File: src/rtl/add64_stream_seq_pkg.sv
// add_pkg: widths, beat count and FSM states shared by the streaming adder slice.
package add_pkg;
    localparam int DATA_W = 64;
    localparam int BEAT_W = 16;
    localparam int NBEATS = DATA_W / BEAT_W;
    localparam int CNT_W  = $clog2(NBEATS);
    typedef enum logic [1:0] {LOAD_A, LOAD_B, ADD, SEND} state_t;
endpackage

File: src/rtl/add64_stream_seq_if.sv
// add64_stream_seq_if: operand input stream and result output stream.
interface add64_stream_seq_if
    import add_pkg::*;
();
    logic              in_valid;
    logic              in_ready;
    logic [BEAT_W-1:0] in_data;
    logic              in_cin;
    logic              out_valid;
    logic              out_ready;
    logic [BEAT_W-1:0] out_data;
    logic              out_last;
    logic              out_cout;
    modport master (
        output in_valid, in_data, in_cin, out_ready,
        input  in_ready, out_valid, out_data, out_last, out_cout
    );
    modport slave (
        input  in_valid, in_data, in_cin, out_ready,
        output in_ready, out_valid, out_data, out_last, out_cout
    );
endinterface

File: src/rtl/add64_stream_seq_rca.sv
// RCA_64bit: 64-bit ripple-carry adder built from a chain of full adders.
module RCA_64bit (
    input  logic [63:0] a,
    input  logic [63:0] b,
    input  logic        cin,
    output logic [63:0] sum,
    output logic        cout
);
    logic [64:0] c;
    assign c[0] = cin;
    assign cout = c[64];
    genvar i;
    for (i = 0; i < 64; i++) begin : g_fa
        assign sum[i]   = a[i] ^ b[i] ^ c[i];
        assign c[i + 1] = (a[i] & b[i]) | (c[i] & (a[i] ^ b[i]));
    end
endmodule

File: src/rtl/add64_stream_seq.sv
// add64_stream_seq: collects A and B as narrow beats, adds them in one cycle,
// and streams the 64-bit sum back out least-significant beat first.
module add64_stream_seq
    import add_pkg::*;
(
    input  logic              clk,
    input  logic              rst_n,
    add64_stream_seq_if.slave bus,
    output logic              busy
);
    state_t             state;
    logic [CNT_W-1:0]   cnt;
    logic [DATA_W-1:0]  a_reg, b_reg, sum_reg, sum;
    logic               cin_reg, cout_reg, cout;
    logic               in_hs, out_hs, last;

    // rst_n gates the decoded outputs so everything reads 0 during reset
    assign bus.in_ready  = rst_n & (state == LOAD_A || state == LOAD_B);
    assign bus.out_valid = rst_n & (state == SEND);
    assign bus.out_data  = bus.out_valid ? sum_reg[cnt*BEAT_W +: BEAT_W] : '0;
    assign bus.out_last  = bus.out_valid & last;
    assign bus.out_cout  = bus.out_last & cout_reg;
    assign busy          = rst_n & (state == ADD || state == SEND);
    assign in_hs         = bus.in_valid & bus.in_ready;
    assign out_hs        = bus.out_valid & bus.out_ready;
    assign last          = cnt == CNT_W'(NBEATS - 1);

    RCA_64bit u_rca (
        .a    (a_reg),
        .b    (b_reg),
        .cin  (cin_reg),
        .sum  (sum),
        .cout (cout)
    );

    always_ff @(posedge clk) begin
        if (!rst_n) begin
            state <= LOAD_A;
            cnt   <= '0;
        end else begin
            case (state)
                LOAD_A: if (in_hs) begin
                    cnt <= last ? '0 : cnt + CNT_W'(1);
                    if (last) state <= LOAD_B;
                end
                LOAD_B: if (in_hs) begin
                    cnt <= last ? '0 : cnt + CNT_W'(1);
                    if (last) state <= ADD;
                end
                ADD: begin
                    cnt   <= '0;
                    state <= SEND;
                end
                SEND: if (out_hs) begin
                    cnt <= last ? '0 : cnt + CNT_W'(1);
                    if (last) state <= LOAD_A;
                end
                default: state <= LOAD_A;
            endcase
        end
    end

    always_ff @(posedge clk) begin
        if (!rst_n) begin
            a_reg    <= '0;
            b_reg    <= '0;
            cin_reg  <= 1'b0;
            sum_reg  <= '0;
            cout_reg <= 1'b0;
        end else begin
            if (in_hs && state == LOAD_A) a_reg[cnt*BEAT_W +: BEAT_W] <= bus.in_data;
            if (in_hs && state == LOAD_B) b_reg[cnt*BEAT_W +: BEAT_W] <= bus.in_data;
            if (in_hs && state == LOAD_B && last) cin_reg <= bus.in_cin;
            if (state == ADD) begin
                sum_reg  <= sum;
                cout_reg <= cout;
            end
        end
    end
endmodule

File: src/flat_wrapper.sv
// flat-port wrapper written by rule: the top's interface ports become plain ports
module add64_stream_seq_flat import add_pkg::*;
  (clk, rst_n, busy, bus_in_valid, bus_in_data, bus_in_cin, bus_out_ready, bus_in_ready, bus_out_valid, bus_out_data, bus_out_last, bus_out_cout);
  add64_stream_seq_if bus_i ();
  input  logic clk;
  input  logic rst_n;
  output logic busy;
  input wire logic [$bits(bus_i.in_valid)-1:0] bus_in_valid;
  input wire logic [$bits(bus_i.in_data)-1:0] bus_in_data;
  input wire logic [$bits(bus_i.in_cin)-1:0] bus_in_cin;
  input wire logic [$bits(bus_i.out_ready)-1:0] bus_out_ready;
  output wire logic [$bits(bus_i.in_ready)-1:0] bus_in_ready;
  output wire logic [$bits(bus_i.out_valid)-1:0] bus_out_valid;
  output wire logic [$bits(bus_i.out_data)-1:0] bus_out_data;
  output wire logic [$bits(bus_i.out_last)-1:0] bus_out_last;
  output wire logic [$bits(bus_i.out_cout)-1:0] bus_out_cout;
  assign bus_i.in_valid = bus_in_valid;
  assign bus_i.in_data = bus_in_data;
  assign bus_i.in_cin = bus_in_cin;
  assign bus_i.out_ready = bus_out_ready;
  assign bus_in_ready = bus_i.in_ready;
  assign bus_out_valid = bus_i.out_valid;
  assign bus_out_data = bus_i.out_data;
  assign bus_out_last = bus_i.out_last;
  assign bus_out_cout = bus_i.out_cout;
  add64_stream_seq u_core (.clk(clk), .rst_n(rst_n), .bus(bus_i), .busy(busy));
endmodule
File: config.mk
export PLATFORM = sky130hd
export DESIGN_NAME = add64_stream_seq_flat
export DESIGN_NICKNAME = d
export VERILOG_FILES = /design/src/rtl/add64_stream_seq_pkg.sv /design/src/rtl/add64_stream_seq_if.sv /design/src/rtl/add64_stream_seq_rca.sv /design/src/rtl/add64_stream_seq.sv /design/src/flat_wrapper.sv
export SDC_FILE = /design/constraint.sdc
export NUM_CORES = 1
export LEC_CHECK = 0
export ABC_AREA = 1
export CAP_MARGIN = 20
export CORE_ASPECT_RATIO = 2
export CORE_UTILIZATION = 65
export DETAILED_ROUTE_END_ITERATION = 6
export PLACE_DENSITY = 0.85
export SLEW_MARGIN = 20
export SYNTH_ARGS = -nofsm -noshare
export SYNTH_HDL_FRONTEND = slang
export SYNTH_SLANG_ARGS = --single-unit
File: constraint.sdc
create_clock -name clk -period 72.6 [get_ports clk]
set_input_delay 21.78 -clock clk [delete_from_list [all_inputs] [get_ports clk]]
set_output_delay 21.78 -clock clk [all_outputs]
set_load 0.05 [all_outputs]
# After elaboration in Yosys (flattened, before gate mapping)
# Index checks and enable logic that the tools add are counted.
# totals
elab_cells	373
reg_bits	198
output_inout_bits	21
input_bits	21
# op_classes
bitwise	327
n_mux	14
n_shift	3
n_addsub	2
n_reduce_logical	9
eq_ne	11
# op_table
operator	n
$and A1 B1 Y1	135
$bwmux W64	2
$xor A1 B1 Y1	128
$or A1 B1 Y1	64
$shift A16 B34 Y64 const A	1
$shiftx A16 B34 Y64	1
$shiftx A64 B7 Y16	1
$neg A6 Y34	1
$mux W2	9
$mux W16	1
$ne A2 B1 Y1 const B	7
$pmux W2 S4	1
$eq A2 B2 Y1 const B	3
$pmux W2 S3	1
$reduce_and A6 Y1	1
$logic_and A1 B1 Y1	3
$add A2 B1 Y2 const B	1
$eq A2 B1 Y1 const B	1
$logic_not A2 Y1	1
$logic_or A1 B1 Y1	2
$reduce_and A2 Y1	1
$reduce_or A2 Y1	1

# Longest topological paths before layout
# logic_depth
depth_word	129
ltp_mapped	68

# Modules after synthesis
# From an unflattened synthesis, not the netlist that was laid out.
# hier_totals
hier_cells	1477
hier_area_um2	10138.5
# modules_own_cells
mod	area_each_um2	seq_area_each_um2	cells_per_inst	n_inst
add64_stream_seq	8819.7	3963.8	1403	1
RCA_64bit	1318.8	0.0	74	1

# Worst setup path after synthesis
# Ideal clock, no wire load.
# synth_timing
path_type	input -> output
start	input port rst_n
end	output port bus_out_cout
n_path_buf	1
stages	3
setup_slack_ns	27.397
arrival_time_ns	23.423
required_ns	50.820
cell_sequence	clkbuf_1 > nand2_1 > nor3b_1
# synth_between
elab_chain_len	3
# synth_rtl
element	line	text
from (decl)	flat_wrapper.sv:6	input logic rst_n;
$and A1 B1 Y1	add64_stream_seq.sv:19	assign bus.out_valid = rst_n & (state == SEND);
$and A1 B1 Y1	add64_stream_seq.sv:21	assign bus.out_last = bus.out_valid & last;
$and A1 B1 Y1	add64_stream_seq.sv:22	assign bus.out_cout = bus.out_last & cout_reg;
to (decl)	flat_wrapper.sv:16	output wire logic [$bits(bus_i.out_cout)-1:0] bus_out_cout;
# Every way passes these cells.

# Worst setup path after layout
# layout_timing
start	input port rst_n
end	output port bus_out_data[8]
# layout_between
elab_chain_len	2
# layout_rtl
element	line	text
$and A1 B1 Y1	add64_stream_seq.sv:19	
$mux W16	add64_stream_seq.sv:20	assign bus.out_data = bus.out_valid ? sum_reg[cnt*BEAT_W +: BEAT_W] : '0;
to (decl)	flat_wrapper.sv:14	output wire logic [$bits(bus_i.out_data)-1:0] bus_out_data;
# Every way passes these cells.

==> flow_metrics.env <==
export IMPL_worst_ir_drop_vdd_mv=0.0194
export IMPL_critPathKind="input port to primary output"
export IMPL_crit_required_ns=50.82
export IMPL_synth_area_per_cell_um2=6.88
export IMPL_clk_pin_slew_ns=0.07
export IMPL_grt_first_pass_wirelength_um=42400
export IMPL_grt_antenna_before_repair=0
export IMPL_root_buffer="clkbuf_16"
export IMPL_regToRegEndpoint="u_core.sum_reg[63]"
export IMPL_gp_congestion=0.824
export IMPL_wire_per_inst_um=15.9
export IMPL_grt_util_met3=0.0486
export IMPL_status="finished, violations left"
export IMPL_hold_buffers=0
export IMPL_period_share=0.632
export IMPL_portBuffers=41
export IMPL_top_usage_layer="met2"
export IMPL_post_route_util=0.735
export IMPL_hold_path_end="u_core.sum_reg[53]"
export IMPL_worstPathMaxFanout=87
export IMPL_final_common_cell="nor2_1"
export IMPL_synth_edf_count=0
export IMPL_drt_iter0_markers=983
export IMPL_netlist_instances=1471
export IMPL_cp_start_kind="input port"
export IMPL_slew_headroom=0.255
export IMPL_cts_sinks=198
export IMPL_core_area_mm2=0.0152
export IMPL_pwr_share_clk=0.328
export IMPL_area_delta_synth_final_pct=10.6
export IMPL_ys_warnings_count=0
export IMPL_use_met1=0.398
export IMPL_first_global_vias=8477
export IMPL_rrSetupSlack_ns=45.54
export IMPL_crit_path_max_incr_delay_ns=0.86
export IMPL_finalWirelength_um=26600
export IMPL_tightest_slew_ns=1.12
export IMPL_fillers=1193
export IMPL_pwr_share_comb=0.246
export IMPL_start_util=0.665
export IMPL_cts_tree="yes"
export IMPL_clock_fmax_mhz=21.8
export IMPL_seq_area_frac_synth=0.392
export IMPL_hold_class="flop to flop"
export IMPL_synth_cell_types=20
export IMPL_rsz0062_at_grt="no"
export IMPL_syn_area_mm2=0.0101
export IMPL_async_flop_share=0
export IMPL_synth_ff_type="dfxtp_1"
export IMPL_io_pins=42
export IMPL_powerDensity_mw_per_mm2=26.9
export IMPL_hold_depth=2
export IMPL_swShare=0.358
export IMPL_grt_util_met2=0.597
export IMPL_setup_tns_ns=0
export IMPL_via_per_inst=5.38
export IMPL_place_hpwl_um=17700
export IMPL_clkLatencyLatePin_ns=0.44
export IMPL_hold_viol=0
export IMPL_cts_repair_resize_count=0
export IMPL_layout_min_cycle_time_ns=45.88
export IMPL_drv_slew=0
export IMPL_worst_clock_skew_ns=0.0117
export IMPL_row_count=64
export IMPL_numCtsBuffers=17
export IMPL_min_from="u_core.sum_reg[53]"
export IMPL_h_tree_depth=4
export IMPL_via_count=9019
export IMPL_layout_common_cells="506 x nor2_1, 275 x nand2_1, 197 x dfxtp_1"
export IMPL_fin_nets=1559
export IMPL_die_area_mm2=0.0161
export IMPL_track_usage=0.341
export IMPL_violations="design-rule violations"
export IMPL_clk_path_buf_depth=2
export IMPL_drive_gt1_frac=0.0345
export IMPL_p_sw_mw=0.108
export IMPL_drc=4
export IMPL_crit_chain="buf_6 > nand2_1 > a21oi_1 > clkdlybuf4s50_1"
export IMPL_ant_nets=0
export IMPL_diodes=0
export IMPL_overflow=0
export IMPL_critPathArrivalTime_ns=24.10
export IMPL_die_h_um=178
export IMPL_pwr_share_seq=0.426
export IMPL_rr_worst_depth=68
export IMPL_crit_slowest_cell="clkdlybuf4s50_1"
export IMPL_endpoint_kind="primary output"
export IMPL_dr_pass1_iters=7
export IMPL_cap_violations=0
export IMPL_final_setup_viol_count=0
export IMPL_cellLeakagePower_nw=6.09
export IMPL_synth_nets=1566
export IMPL_grt_max_degree=117
export IMPL_intPower_mw=0.193
export IMPL_die_w_um=90.2
export IMPL_cts_setup_buffers=0
export IMPL_reg2reg_from="u_core.cin_reg"
export IMPL_synth_seq_cells=198
## layer usage
metal,vias up,wire length (um)
met3,88,1930
met4,0,1220
li1,4366,-
met2,430,13600
met5,-,0
met1,4135,9940
## power groups by stage
stage / Clock, mW / Sequential, mW / Combinational, mW
floorplan: 0 / 0.127 / 0.0504
global placement: 0 / 0.130 / 0.0706
detailed placement: 0 / 0.130 / 0.0717
global route: 0.104 / 0.129 / 0.0827
CTS: 0.0991 / 0.128 / 0.0729
finish: 0.0989 / 0.128 / 0.0740
## cells by family (layout without fill, tap and decap cells)
logic type / count (synthesis) / count (layout) / share of synthesized area
AO/OA/AOI/OAI: 120 / 120 / 0.0594
flip-flops: 198 / 198 / 0.392
adder cells (fa/ha/maj): 74 / 74 / 0.139
buffers and inverters: 249 / 255 / 0.0928
AND/OR/NAND/NOR: 830 / 830 / 0.317
## per-stage QoR
stage | power (mW) | worst slack (ns) | cell area (um^2) | std cells | hold WS [ns]
after floorplan | 0.178 | 27.40 | 10100 | 1471 | 0.457
after global placement | 0.200 | 26.77 | 10600 | 1643 | 0.470
after detailed placement | 0.202 | 26.74 | 10600 | 1643 | 0.478
after CTS | 0.300 | 26.73 | 11200 | 1675 | 0.498
after global routing | 0.315 | 26.62 | 11200 | 1675 | 0.517
final | 0.301 | 26.72 | 11200 | 1675 | 0.500
## critical path: cells and delay by family
kind                   cells  cell delay, ns
buffers and inverters      2            1.32
and+or+nand+nor            1            0.60
AOI/OAI and AO/OA          1            0.39
## how the worst max path moves through the flow
stage	from	endpoint	slack, ns	cells past startpoint
finish	rst_n	bus_out_data[8]	26.72	4
CTS	rst_n	bus_out_data[8]	26.73	4
global route	rst_n	bus_out_cout	26.62	4
global placement	rst_n	bus_out_data[8]	26.77	4
floorplan	rst_n	bus_out_cout	27.40	3
detailed placement	rst_n	bus_out_data[8]	26.74	4
## layout make-up
class	count	area, um^2	share of cell area
clock inverters	13	163	0.0145
flip-flops and latches	198	3970	0.354
clock buffers	19	453	0.0405
repair buffers	54	509	0.0455
inverters	169	634	0.0567
well taps	198	248	0.0221
multi-input cells	1024	5210	0.466
## cell usage after synthesis (7+ instances only)
cell        n  share of area
o21ai_0   100          0.049
dfxtp_1   198           0.39
clkbuf_1   70          0.026
nand4_1    12         0.0074
buf_1       7         0.0026
ha_1       10          0.012
nand2_1   275           0.10
fa_1       64           0.13
inv_1     167          0.062
nor3_1     11         0.0054
nor2_1    506           0.19
a21oi_1    20         0.0099
nand3_1    22          0.011
Note: power is estimated with default switching activity, not from simulation.
==> patch 1, RTL diff (same flow settings) <==
The package constant `BEAT_W` goes from 16 to 32.
--- a/src/rtl/add64_stream_seq_pkg.sv
+++ b/src/rtl/add64_stream_seq_pkg.sv
@@ -1,7 +1,7 @@
 // add_pkg: widths, beat count and FSM states shared by the streaming adder slice.
 package add_pkg;
     localparam int DATA_W = 64;
-    localparam int BEAT_W = 16;
+    localparam int BEAT_W = 32;
     localparam int NBEATS = DATA_W / BEAT_W;
     localparam int CNT_W  = $clog2(NBEATS);
     typedef enum logic [1:0] {LOAD_A, LOAD_B, ADD, SEND} state_t;
Interface: changed (resized bus_in_data and bus_out_data); port bits go from 42 to 74. No check against the original RTL was run, so the function may have changed too.
==> patch 1 against the unedited design <==
Die area down 6.0%. Core utilization up 2.3 points. Cell count down 7.5%. Sequential cell count down 1. Clock skew down 0.0014 ns. Final area down 3.3%. Synthesized cell count down 11%. Worst setup slack worse by 0.70 ns. Routed wire length down 20%. Area after synthesis down 6.1%. Total power up 12%. Count of clock-buffer cells in the layout up 1.
==> patch 1: results (changes against the unedited design) <==
[placement]
dp_hpwl_mm=13.0  ; was 17.7 mm
port_buffers=73  ; was 41
dp.cells=1515  ; was 1643
routabilityCongestion=0.792  ; was 0.824
dpl_cell_area_mm2=0.0102  ; was 0.0106 mm^2

[yosys]
synth_cell_types=21  ; was 20
syn-num-nets=1421  ; was 1566
synthTopCellsByArea=dfxtp_1, nor2_1, fa_1  ; unchanged
netlist_instances=1316  ; was 1471
ys_seq_area_frac=0.416  ; was 0.392
synthTopCellsByCount=nor2_1, nand2_1, dfxtp_1  ; unchanged

[clock_tree]
htreeDepth=4  ; unchanged
cts.clk_slew.worst_paths_ns=0.07  ; about the same

[detailed_routing]
ant_nets=0  ; unchanged
vias=7854  ; was 9019
routed-wl-met3_um=746  ; was 1.93 mm
routedWlPerCell_um=13.8  ; was 15.9 um
first_pass_iters=5  ; was 7
vias_per_cell=5.07  ; was 5.38
wl_met2_mm=11.5  ; was 13.6 mm
topRoutingLayerUsed=met4  ; unchanged
drt_iter0_markers=456  ; was 983
m1WireLength_mm=8.51  ; was 9.94 mm

[setup_path]
cp_max_fo=114  ; was 87
cp_data_arrival_time_ns=24.80  ; was 24.10 ns

[global_routing]
grt_pass1_vias=7760  ; was 8477
antenna_found_initial=0  ; unchanged
grt_usage=0.301  ; was 0.341
grt_pass1_wl_mm=35.6  ; was 42.4 mm
grt_max_degree=115  ; was 117

[power]
p_leak_nw=5.53  ; was 6.09 nW
peakVddDrop_v=0.0000201  ; was 0.0000194 V

[timing]
skew_ns=0.0103  ; was 0.0117 ns
slew_headroom=0.274  ; was 0.255

[status]
status=finished, final reports clean  ; was finished with violations

[finish]
drive_gt1_frac=0.0346  ; was 0.0345
fillCellCount=1100  ; was 1193

-- patch 1: layout make-up --
class	instances	area (um^2)	area share
clock buffer	20	437	0.0404
timing repair buffer	82	833	0.0770
clock inverter	11	125	0.0116
tap	192	240	0.0222
inverter	145	544	0.0503
sequential	197	3940	0.365
multi-input combinational	902	4690	0.434
-- patch 1: final timing paths --
path	from	slack, ns	depth (start not counted)	endpoint
max reg2reg	u_core.cin_reg	45.83	68	u_core.sum_reg[63]
min	u_core.sum_reg[11]	0.50	2	u_core.sum_reg[11]
min reg2reg	u_core.sum_reg[11]	0.50	2	u_core.sum_reg[11]
max	rst_n	26.02	5	bus_out_data[15]
-- patch 1: logic make-up (layout without fill, tap and decap cells) --
kind of cell,count (synthesis),in the layout,synth area share
adders and majority gates,68,68,0.140
DFF,197,197,0.416
and+or+nand+nor,731,731,0.300
AOI/OAI and AO/OA,103,103,0.0543
buffers and inverters,217,258,0.0902
-- patch 1: power by group --
part / switching [mW] / total [mW] / internal (mW)
clock: 0.0407 / 0.0915 / 0.0508
combinational: 0.0648 / 0.0959 / 0.0311
sequential: 0.0162 / 0.150 / 0.133
-- patch 1: layer usage --
layer  GRT usage  vias up
met5           0        -
met4       0.122        0
met3      0.0358       38
met2       0.535      198
met1       0.359     3680
li1            -     3938
-- patch 1: metrics by stage --
step                      setup WS [ns]   util  hold WS, ns
after floorplan                   27.55      -        0.463
after global placement            26.11  0.714        0.477
after detailed placement          26.08  0.714        0.482
after CTS                         26.07  0.754        0.502
after global routing              25.84  0.758        0.522
final                             26.02  0.758        0.500
-- patch 1: critical path, stage by stage --
cell             delay (ns)
buf_4                  0.78
nand2_1                0.65
buf_4                  0.44
a21oi_1                0.23
clkdlybuf4s50_1        0.84
==> patch 2, RTL diff (config.mk and constraints unchanged) <==
Made on the original files. The 4 states of `state_t` get a one-hot encoding in 4 bits.
--- a/src/rtl/add64_stream_seq_pkg.sv
+++ b/src/rtl/add64_stream_seq_pkg.sv
@@ -4,6 +4,6 @@
     localparam int BEAT_W = 16;
     localparam int NBEATS = DATA_W / BEAT_W;
     localparam int CNT_W  = $clog2(NBEATS);
-    typedef enum logic [1:0] {LOAD_A, LOAD_B, ADD, SEND} state_t;
+    typedef enum logic [3:0] {LOAD_A = 4'b0001, LOAD_B = 4'b0010, ADD = 4'b0100, SEND = 4'b1000} state_t;
 endpackage
 
Behaviour: no difference found for any inputs over 10 cycles, from zero or initial values and one cycle with rst_n low; not proved beyond that.
==> patch 2 against the unedited design <==
Worst setup slack worse by 0.22 ns. Largest cell class unchanged. Area after synthesis decreased by 4.2%. Final area decreased by 4.6%. Clock skew down 0.0032 ns. Routed wire length fell by 4.1%. Synthesized cell count fell by 12%. Sequential cell count increased by 2.
Power is not compared: it rests on default switching activity, and its combinational part moved more than twofold at a synthesized area within 25%.
==> patch 2: results (changes against the unedited design) <==
[status]
status=finished, final reports clean  ; was finished with violations

[detailed_routing]
drt_iter0_markers=736  ; was 983
wl_mm=25.5  ; was 26.6 mm
topRoutingLayerUsed=met4  ; unchanged
m1WireLength_mm=9.49  ; was 9.94 mm
routed-wl-met3_mm=1.59  ; was 1.93 mm
first_pass_iters=7  ; unchanged
vias_per_cell=5.72  ; was 5.38
wl_met2_mm=12.9  ; was 13.6 mm
routedWlPerCell_um=17.1  ; was 15.9 um

[global_routing]
use_met3=0.0605  ; was 0.0486
grt_max_degree=109  ; was 117
grt_pass1_vias=7919  ; was 8477
grtUsageMet1=0.408  ; was 0.398
grt_usage=0.347  ; was 0.341
grt_pass1_wl_mm=40.0  ; was 42.4 mm
grt_util_met2=0.577  ; was 0.597
antenna_found_initial=0  ; unchanged

[placement]
port_buffers=41  ; unchanged
dp_hpwl_mm=17.5  ; was 17.7 mm
dp_slack_ns=26.55  ; was 26.74 ns
dp.cells=1458  ; was 1643
dpl_cell_area_mm2=0.0101  ; was 0.0106 mm^2
routabilityCongestion=0.916  ; was 0.824

[yosys]
ys.flop_type=dfxtp_1  ; unchanged
synthTopCellsByCount=nor2_1, dfxtp_1, nand2_1  ; was nor2_1, nand2_1, dfxtp_1
netlist_instances=1294  ; was 1471
ys_seq_area_frac=0.413  ; was 0.392
synth_cell_types=27  ; was 20
syn-num-nets=1383  ; was 1566
synthTopCellsByArea=dfxtp_1, nor2_1, fa_1  ; unchanged
synth_async_sr_flop_share=0  ; unchanged
synth_edf_count=0  ; unchanged

[power]
p_clk_frac=0.414
p_leak_nw=4.40
peakVddDrop_v=0.0000174
p_seq_uw=112

[timing]
setup_viol=0  ; unchanged
skew_ns=0.00852  ; was 0.0117 ns
slew_headroom=0.296  ; was 0.255

[setup_path]
cp_slowest_cell=clkdlybuf4s50_1  ; unchanged
cp_data_arrival_time_ns=24.31  ; was 24.10 ns
cpPeakStageDelay_ns=0.84  ; was 0.86 ns
cp_max_fo=61  ; was 87

[clock_tree]
cts_buffers=17  ; unchanged
cts.clk_slew.worst_paths_ns=0.07  ; about the same
root_buffer=clkbuf_16  ; unchanged
htreeDepth=4  ; unchanged
insertion_delay_ns=0.44  ; about the same

[finish]
drive_gt1_frac=0.0454  ; was 0.0345

==> patch 2: worst paths after layout <==
check / start / to / slack, ns / cells after the start
max: rst_n / bus_out_data[0] / 26.51 / 6
min: u_core.sum_reg[49] / u_core.sum_reg[49] / 0.48 / 2
max reg2reg: u_core.cin_reg / u_core.sum_reg[63] / 45.81 / 68
min reg2reg: u_core.sum_reg[49] / u_core.sum_reg[49] / 0.48 / 2
==> patch 2: layout make-up <==
type | instances | area [um^2]
Clock inverter | 13 | 140
Clock buffer | 19 | 433
Tap cell | 192 | 240
Inverter | 94 | 353
Sequential cell | 200 | 4010
Fill cell | 1152 | 3750
Timing Repair Buffer | 50 | 493
Multi-Input combinational cell | 923 | 5010
==> patch 2: cells by family (layout without fill, tap and decap cells) <==
family,Yosys count,in the layout,synth area share
simple gates,601,601,0.243
compound gates,254,254,0.136
buf+inv,171,176,0.0704
fa+ha+maj,68,68,0.137
flops,200,200,0.413
